==> src/rtl/pong_pkg.sv <==
// Shared encodings for the tennis game-flow logic: game states, score width
// and serve direction constants.
package pong_pkg;

    typedef enum logic [1:0] {
        IDLE  = 2'b00,
        SERVE = 2'b01,
        PLAY  = 2'b10,
        OVER  = 2'b11
    } game_state_t;

    localparam int SCORE_W = 4;

    localparam logic DIR_P1 = 1'b0;
    localparam logic DIR_P2 = 1'b1;

endpackage

==> src/rtl/rise_detect.sv <==
// Rising-edge detector for an already-synchronised level input.
module rise_detect (
    input  logic clk,
    input  logic reset,
    input  logic level,
    output logic rise
);

    logic level_q;

    always_ff @(posedge clk) begin
        if (!reset) level_q <= 1'b0;
        else        level_q <= level;
    end

    assign rise = level & ~level_q;

endmodule

==> src/rtl/match_sequencer.sv <==
// Match flow controller: IDLE -> SERVE countdown -> PLAY -> OVER, with scoring.
// Define MATCH_SEQUENCER_PAUSE_EN to build the pause toggle for SERVE/PLAY.
module match_sequencer
    import pong_pkg::*;
#(
    parameter int WIN_SCORE = 7,
    parameter int SERVE_MS  = 1500,
    parameter int CNT_W     = 11
) (
    input  logic               clk,
    input  logic               reset,
    input  logic               clk_1ms,
    input  logic               start,
    input  logic               point_p1,
    input  logic               point_p2,
    input  logic               pause,
    output logic [1:0]         game_state,
    output logic [SCORE_W-1:0] p1_score,
    output logic [SCORE_W-1:0] p2_score,
    output logic               serve_dir,
    output logic               ball_release,
    output logic               freeze
);

    localparam logic [CNT_W-1:0]   SERVE_LOAD = CNT_W'(SERVE_MS);
    localparam logic [SCORE_W-1:0] WIN        = SCORE_W'(WIN_SCORE);

    game_state_t        state;
    logic [CNT_W-1:0]   countdown;
    logic               start_rise;
    logic               run;       // 0 while paused: ticks and points are dropped
    logic               paused_d;  // paused flag as it will be next cycle

    rise_detect u_start_rise (
        .clk   (clk),
        .reset (reset),
        .level (start),
        .rise  (start_rise)
    );

`ifdef MATCH_SEQUENCER_PAUSE_EN
    logic pause_rise;
    logic paused;

    rise_detect u_pause_rise (
        .clk   (clk),
        .reset (reset),
        .level (pause),
        .rise  (pause_rise)
    );

    assign run = ~paused;

    always_comb begin
        paused_d = 1'b0;
        if (state == SERVE || state == PLAY) paused_d = paused ^ pause_rise;
    end

    always_ff @(posedge clk) begin
        if (!reset) paused <= 1'b0;
        else        paused <= paused_d;
    end
`else
    logic unused_pause;
    assign unused_pause = pause;
    assign run          = 1'b1;
    assign paused_d     = 1'b0;
`endif

    always_ff @(posedge clk) begin
        if (!reset) begin
            state        <= IDLE;
            p1_score     <= '0;
            p2_score     <= '0;
            serve_dir    <= DIR_P1;
            ball_release <= 1'b0;
            freeze       <= 1'b1;
            countdown    <= '0;
        end else begin
            ball_release <= 1'b0;
            case (state)
                IDLE: begin
                    freeze <= 1'b1;
                    if (start_rise) begin
                        p1_score  <= '0;
                        p2_score  <= '0;
                        countdown <= SERVE_LOAD;
                        state     <= SERVE;
                    end
                end
                SERVE: begin
                    freeze <= 1'b1;
                    if (run && clk_1ms) begin
                        countdown <= countdown - 1'b1;
                        if (countdown == CNT_W'(1)) begin
                            state        <= PLAY;
                            ball_release <= 1'b1;
                            freeze       <= paused_d;
                        end
                    end
                end
                PLAY: begin
                    freeze <= paused_d;
                    // simultaneous pulses are a let: replay the serve untouched
                    if (run && point_p1 && point_p2) begin
                        state     <= SERVE;
                        countdown <= SERVE_LOAD;
                        freeze    <= 1'b1;
                    end else if (run && point_p1) begin
                        p1_score  <= p1_score + 1'b1;
                        serve_dir <= DIR_P2;
                        freeze    <= 1'b1;
                        if (p1_score + 1'b1 == WIN) begin
                            state <= OVER;
                        end else begin
                            state     <= SERVE;
                            countdown <= SERVE_LOAD;
                        end
                    end else if (run && point_p2) begin
                        p2_score  <= p2_score + 1'b1;
                        serve_dir <= DIR_P1;
                        freeze    <= 1'b1;
                        if (p2_score + 1'b1 == WIN) begin
                            state <= OVER;
                        end else begin
                            state     <= SERVE;
                            countdown <= SERVE_LOAD;
                        end
                    end
                end
                OVER: begin
                    freeze <= 1'b1;
                    if (start_rise) begin
                        p1_score  <= '0;
                        p2_score  <= '0;
                        serve_dir <= DIR_P1;
                        countdown <= SERVE_LOAD;
                        state     <= SERVE;
                    end
                end
                default: state <= IDLE;
            endcase
        end
    end

    assign game_state = state;

endmodule

==> config.mk <==
export PLATFORM = sky130hd
export DESIGN_NAME = match_sequencer
export DESIGN_NICKNAME = d
export VERILOG_FILES = /design/src/rtl/pong_pkg.sv /design/src/rtl/rise_detect.sv /design/src/rtl/match_sequencer.sv
export SDC_FILE = /design/constraint.sdc
export NUM_CORES = 1
export LEC_CHECK = 0
export BUFFER_PORTS_ARGS = -buffer_cell sky130_fd_sc_hd__buf_2
export CAP_MARGIN = 20
export CORE_MARGIN = 5
export CORE_UTILIZATION = 60
export CTS_CLUSTER_SIZE = 10
export DETAILED_ROUTE_END_ITERATION = 8
export PLACE_DENSITY = 0.83
export SETUP_SLACK_MARGIN = 0.05
export SYNTH_ARGS = -nofsm -noshare
export SYNTH_HDL_FRONTEND = slang
export SYNTH_SLANG_ARGS = --single-unit
==> constraint.sdc <==
create_clock -name clk -period 2.7 [get_ports clk]
set_input_delay 0.135 -clock clk [delete_from_list [all_inputs] [get_ports clk]]
set_output_delay 0.135 -clock clk [all_outputs]
set_load 0.05 [all_outputs]
Word level (Yosys, flattened, before mapping)
Cells that the tools add are included.
{ "classes": {"n_addsub": 3, "eq_ne": 18, "mux": 37, "bitwise_logic": 2, "n_reduce_logical": 11} }
{ "ops": {"columns": ["cell", "count"], "rows": [
  ["11-bit 2-to-1 mux", 7],
  ["11-bit one-hot mux with 3 select lines", 1],
  ["4-bit 2-to-1 mux", 6],
  ["2-bit 2-to-1 mux", 8],
  ["4-bit one-hot mux with 2 select lines", 2],
  ["2-bit inequality test, second input constant", 7],
  ["4-bit inequality test, second input constant", 3],
  ["4-bit AND reduction", 3],
  ["11-bit by 1-bit == test with 1-bit output, second input constant", 1],
  ["11-bit by 1-bit subtractor with 11-bit output, second input constant", 1],
  ["1-bit 2-to-1 mux", 10],
  ["5-bit AND reduction", 2],
  ["4-bit by 1-bit adder with 4-bit output, second input constant", 2],
  ["4-bit by 3-bit == test with 1-bit output, second input constant", 2],
  ["2-bit one-hot mux with 3 select lines", 1],
  ["2-bit == test, second input constant", 2],
  ["2-bit nonzero test", 2],
  ["3-bit inequality test, second input constant", 1],
  ["1-bit one-hot mux with 3 select lines", 1],
  ["3-bit AND reduction", 1],
  ["2-bit by 1-bit == test with 1-bit output, second input constant", 1],
  ["2-bit zero test", 1],
  ["2-bit by 1-bit inequality test with 1-bit output, second input constant", 1],
  ["1-bit one-hot mux with 2 select lines", 1],
  ["4 further kinds", 4]
]} }
{ "word_totals": {"register_bits": 25, "wordCells": 79} }

Logic depth before layout (Yosys ltp)
{ "logic_depth": {"word_depth": 7, "ltp_mapped": 9, "depth_no_buf": 7} }

Hierarchy
From an unflattened synthesis, not the netlist that was laid out.
{ "hier_totals": {"cells_unflattened": 168, "area_unflattened_um2": 1472.7} }
{ "modules_own_cells": {"columns": ["module", "instances", "cells_per_inst", "area_per_inst_um2", "seq_area_each_um2"], "rows": [
  ["match_sequencer", 1, 165, 1432.6, 480.5],
  ["rise_detect", 1, 3, 40.0, 20.0]
]} }

Least setup slack after synthesis
Ideal clock, no wire load.
{ "synth_timing": {"path_type": "flip-flop to flip-flop", "start": "register state[0] (netlist: game_state[0])", "end": "register countdown[5]", "arrival_ps": 1988, "required_ps": 2584, "setup_slack_ps": 597, "path_stages_with_launch": 9, "cell_sequence": "dfxtp_1 > inv_1 > ha_1 > clkbuf_2 > nor3b_2 > a32oi_2 > buf_4 > o211ai_1 > a31o_1"} }
{ "synth_between": {"elab_chain_len": 4, "elab_cells_between_ends": 12} }
{ "synth_rtl": {"columns": ["item", "line", "rtl"], "rows": [
  ["start, declared", "match_sequencer.sv:28", "game_state_t state;"],
  ["start signal, assigned", "match_sequencer.sv:72", "state <= IDLE;"],
  ["start signal, assigned", "match_sequencer.sv:88", "state <= SERVE;"],
  ["start signal, assigned", "match_sequencer.sv:96", "state <= PLAY;"],
  ["2-bit == test / 2-bit zero test (equally long branches)", "match_sequencer.sv:81", "case (state)"],
  ["2-bit OR reduction (no source line)", null, null],
  ["2-bit by 1-bit inequality test with 1-bit output (no source line)", null, null],
  ["5-bit AND reduction (no source line)", null, null],
  ["end signal, assigned", "match_sequencer.sv:94", "countdown <= countdown - 1'b1;"],
  ["end, declared", "match_sequencer.sv:29", "logic [CNT_W-1:0] countdown;"]
]} }
Several ways; a longest one is shown, not always the timed one.
A chain may end at the register's enable or synchronous reset.

Final worst setup path
{ "layout_timing": {"start": "register state[0] (netlist: game_state[0])", "end": "register countdown[2]"} }
The elaborated chain is that of the path after synthesis.

==> flow_metrics.tcl <==
set metrics [dict create \
    worst_path_setup_slack_after_routing_ns 0.528 \
    terminating_pin_of_the_worst_hold_path "u_start_rise.level_q" \
    global_route.overflow_total 0 \
    design.final.nets 201 \
    drc_errors 0 \
    antennaDiodeCount 0 \
    vdd.ir_drop.worst_mv 0.690 \
    site_rows 17 \
    io_buffer_count 18 \
    holdCritPathClass "input port to flip-flop" \
    first_global_vias 1193 \
    period_minus_slack_ns 2.17 \
    tritoncts "yes" \
    synth.yosys.seq_area_share 0.345 \
    tritoncts_num_sinks 25 \
    maxSlewViolCount 0 \
    start_util 0.643 \
    cts_max_path_buffers 2 \
    path_class "flip-flop to flip-flop" \
    post_cts.repair.setup_buffers 0 \
    worstReg2RegStart "game_state[0]" \
    p_int_mw 0.911 \
    fmaxAchievable_ghz 0.460 \
    floorplan.core_area_um2 2250 \
    reg2reg_depth 6 \
    area_grow_syn2layout_pct 8.63 \
    place_congestion 0.794 \
    route.detailed.wl_per_inst_um 14.7 \
    dieHeight_um 59.2 \
    layout_commonest_cell "sky130_fd_sc_hd__dfxtp_1" \
    grt_start_max_net_pins 19 \
    p_leak_nw 0.625 \
    worst_setup_hold_path_clk_slew_ns 0.14 \
    worstPathArrival_ns 2.38 \
    grt_antenna_before_repair 0 \
    finalSetupTns_ns 0 \
    die_area_um2 3500 \
    synthesis.area_per_instance_um2 8.63 \
    ys_ff_latch 25 \
    clock_skew_ns 0.00214 \
    grt_use_total 0.193 \
    power.share.switching 0.500 \
    ant_nets 0 \
    outcome "finished, final reports clean" \
    setup_viol_count_final 0 \
    reg2reg_slack_ns 0.53 \
    endpoint_kind "flip-flop" \
    numCtsBuffers 3 \
    rsz0062_at_grt "no" \
    power.density_nw_per_um2 1160 \
    synth-main-ff-cell "sky130_fd_sc_hd__dfxtp_1" \
    r2r_end "countdown[2]" \
    cell_area_after_synthesis_um2 1450 \
    pwr-share-comb 0.561 \
    synth_async_sr_flop_share 0 \
    cts_hold_buffers 0 \
    cts.root.buffer_cell "sky130_fd_sc_hd__clkbuf_4" \
    grt_first_pass_wirelength_mm 5.35 \
    clkPwrFrac 0.095 \
    final.period_utilization 0.804 \
    drv_cap 0 \
    power.share.sequential 0.344 \
    clk_latency_ns 0.32 \
    wl_mm 3.12 \
    power.switching_mw 0.910 \
    hp-start "start" \
    setup.worst_path.start_class "flip-flop" \
    synth_enable_flop_cells 0 \
    chipWidth_um 59.2 \
    finalHoldViolCount 0 \
    cts_repair_resize_count 0 \
    timing.hold.worst_path_depth 2 \
    timing.max_slew.rel_slack 0.643 \
    preCtsSetupSlack_ns 0.588 \
    route.vias.total 1311 \
    cp_max_fanout 14 \
    synth.net_count 184 \
    mostFrequentLayoutCells "sky130_fd_sc_hd__dfxtp_1, sky130_fd_sc_hd__buf_2, sky130_fd_sc_hd__nor2_1, sky130_fd_sc_hd__nand2_1" \
    placed_wire_length_estimate_after_detailed_placement_mm 2.30 \
    drive_gt1_frac 0.168 \
    top_level_ports 20 \
    cts-htree-levels 1 \
    synth_warnings 0 \
    drt_pass1_iterations 4 \
    timing.critical_path.required_ns 2.91 \
    first_iter_violations 58 \
    tightest_slew_ns 0.532 \
    yosys.cell_types.count 45 \
    viasPerCell 6.18 \
    netlist_instances 168 \
]
## flip-flops by register name (all words and copies together) (netlist names)
signal and flops:
countdown 11, p1_score 4, p2_score 4, game_state 2, ball_release 1, freeze 1, serve_dir 1, u_start_rise.level_q 1
## metal layers
layer / vias up / share of wire / global-route usage
met2: 44 / 0.48 / 0.315
met5: - / 0 / 0
met4: 0 / 0.013 / 0.0647
met3: 5 / 0.056 / 0.0174
li1: 651 / - / -
met1: 611 / 0.45 / 0.264
## synthesized netlist by cell type, types with 3 or more instances
library cell,n,area share
sky130_fd_sc_hd__dfxtp_1,25,0.35
sky130_fd_sc_hd__nor2_1,17,0.044
sky130_fd_sc_hd__nand2_1,11,0.028
sky130_fd_sc_hd__a21oi_1,9,0.031
sky130_fd_sc_hd__ha_1,9,0.078
sky130_fd_sc_hd__inv_1,7,0.018
sky130_fd_sc_hd__nand3_1,7,0.024
sky130_fd_sc_hd__a31oi_1,6,0.026
sky130_fd_sc_hd__nand2b_1,6,0.026
sky130_fd_sc_hd__nor3_1,6,0.021
sky130_fd_sc_hd__a311oi_1,5,0.030
sky130_fd_sc_hd__o21ai_1,5,0.017
sky130_fd_sc_hd__mux2i_1,4,0.028
sky130_fd_sc_hd__o21ai_0,4,0.014
sky130_fd_sc_hd__a221o_1,3,0.021
sky130_fd_sc_hd__buf_2,3,0.010
sky130_fd_sc_hd__clkbuf_1,3,0.0078
## cell type report
class,instances,area (um2)
repair buffers,21,113
clock inverters,1,5.00
flip-flops and latches,25,500
fillers,207,679
inverters,8,30.0
multi-input cells,126,870
clock buffers,3,22.5
well taps,28,35.0
## critical path: stages, from the launching register on
cell and delay [ns]:
sky130_fd_sc_hd__dfxtp_1 0.44, sky130_fd_sc_hd__inv_1 0.07, sky130_fd_sc_hd__ha_1 0.48, sky130_fd_sc_hd__a221oi_1 0.34, sky130_fd_sc_hd__buf_4 0.23, sky130_fd_sc_hd__and3_1 0.34
sky130_fd_sc_hd__a311oi_1 0.15
## how the worst max path moves through the flow
stage	start	end	slack (ns)
floorplan	game_state[0]	countdown[5]	0.60
global placement	game_state[0]	countdown[10]	0.67
detailed placement	game_state[0]	countdown[2]	0.59
CTS	game_state[0]	countdown[2]	0.56
global route	game_state[1]	countdown[2]	0.43
finish	game_state[0]	countdown[2]	0.53
## metrics by stage
stage | instances | total power [mW] | hold WS (ns) | utilization | instance area, um2
after floorplan | 168 | 1.44 | 0.257 | - | 1450
after global placement | 208 | 1.59 | 0.356 | 0.686 | 1550
after global routing | 212 | 1.96 | 0.0306 | 0.699 | 1580
final | 212 | 1.82 | 0.0240 | 0.699 | 1580
after detailed placement | 208 | 1.64 | 0.368 | 0.686 | 1550
after CTS | 212 | 1.81 | 0.0314 | 0.699 | 1580
## cell families after synthesis
| family | count (synthesis) | share of synthesized area |
|---|---|---|
| flip-flops | 25 | 0.345 |
| adder cells (fa/ha/maj) | 9 | 0.0777 |
| AND/OR/NAND/NOR | 64 | 0.248 |
| XOR/XNOR | 4 | 0.0242 |
| AO/OA/AOI/OAI | 45 | 0.223 |
| buffers and inverters | 17 | 0.0552 |
| multiplexers | 4 | 0.0276 |
## power by group through the flow
stage | Clock [mW] | Sequential (mW) | Combinational (mW)
after global routing | 0.189 | 0.647 | 1.12
after floorplan | 0 | 0.733 | 0.710
after global placement | 0 | 0.623 | 0.970
final | 0.173 | 0.627 | 1.02
after CTS | 0.173 | 0.626 | 1.01
after detailed placement | 0 | 0.636 | 1.01
Power figures use the tool's default switching activity.
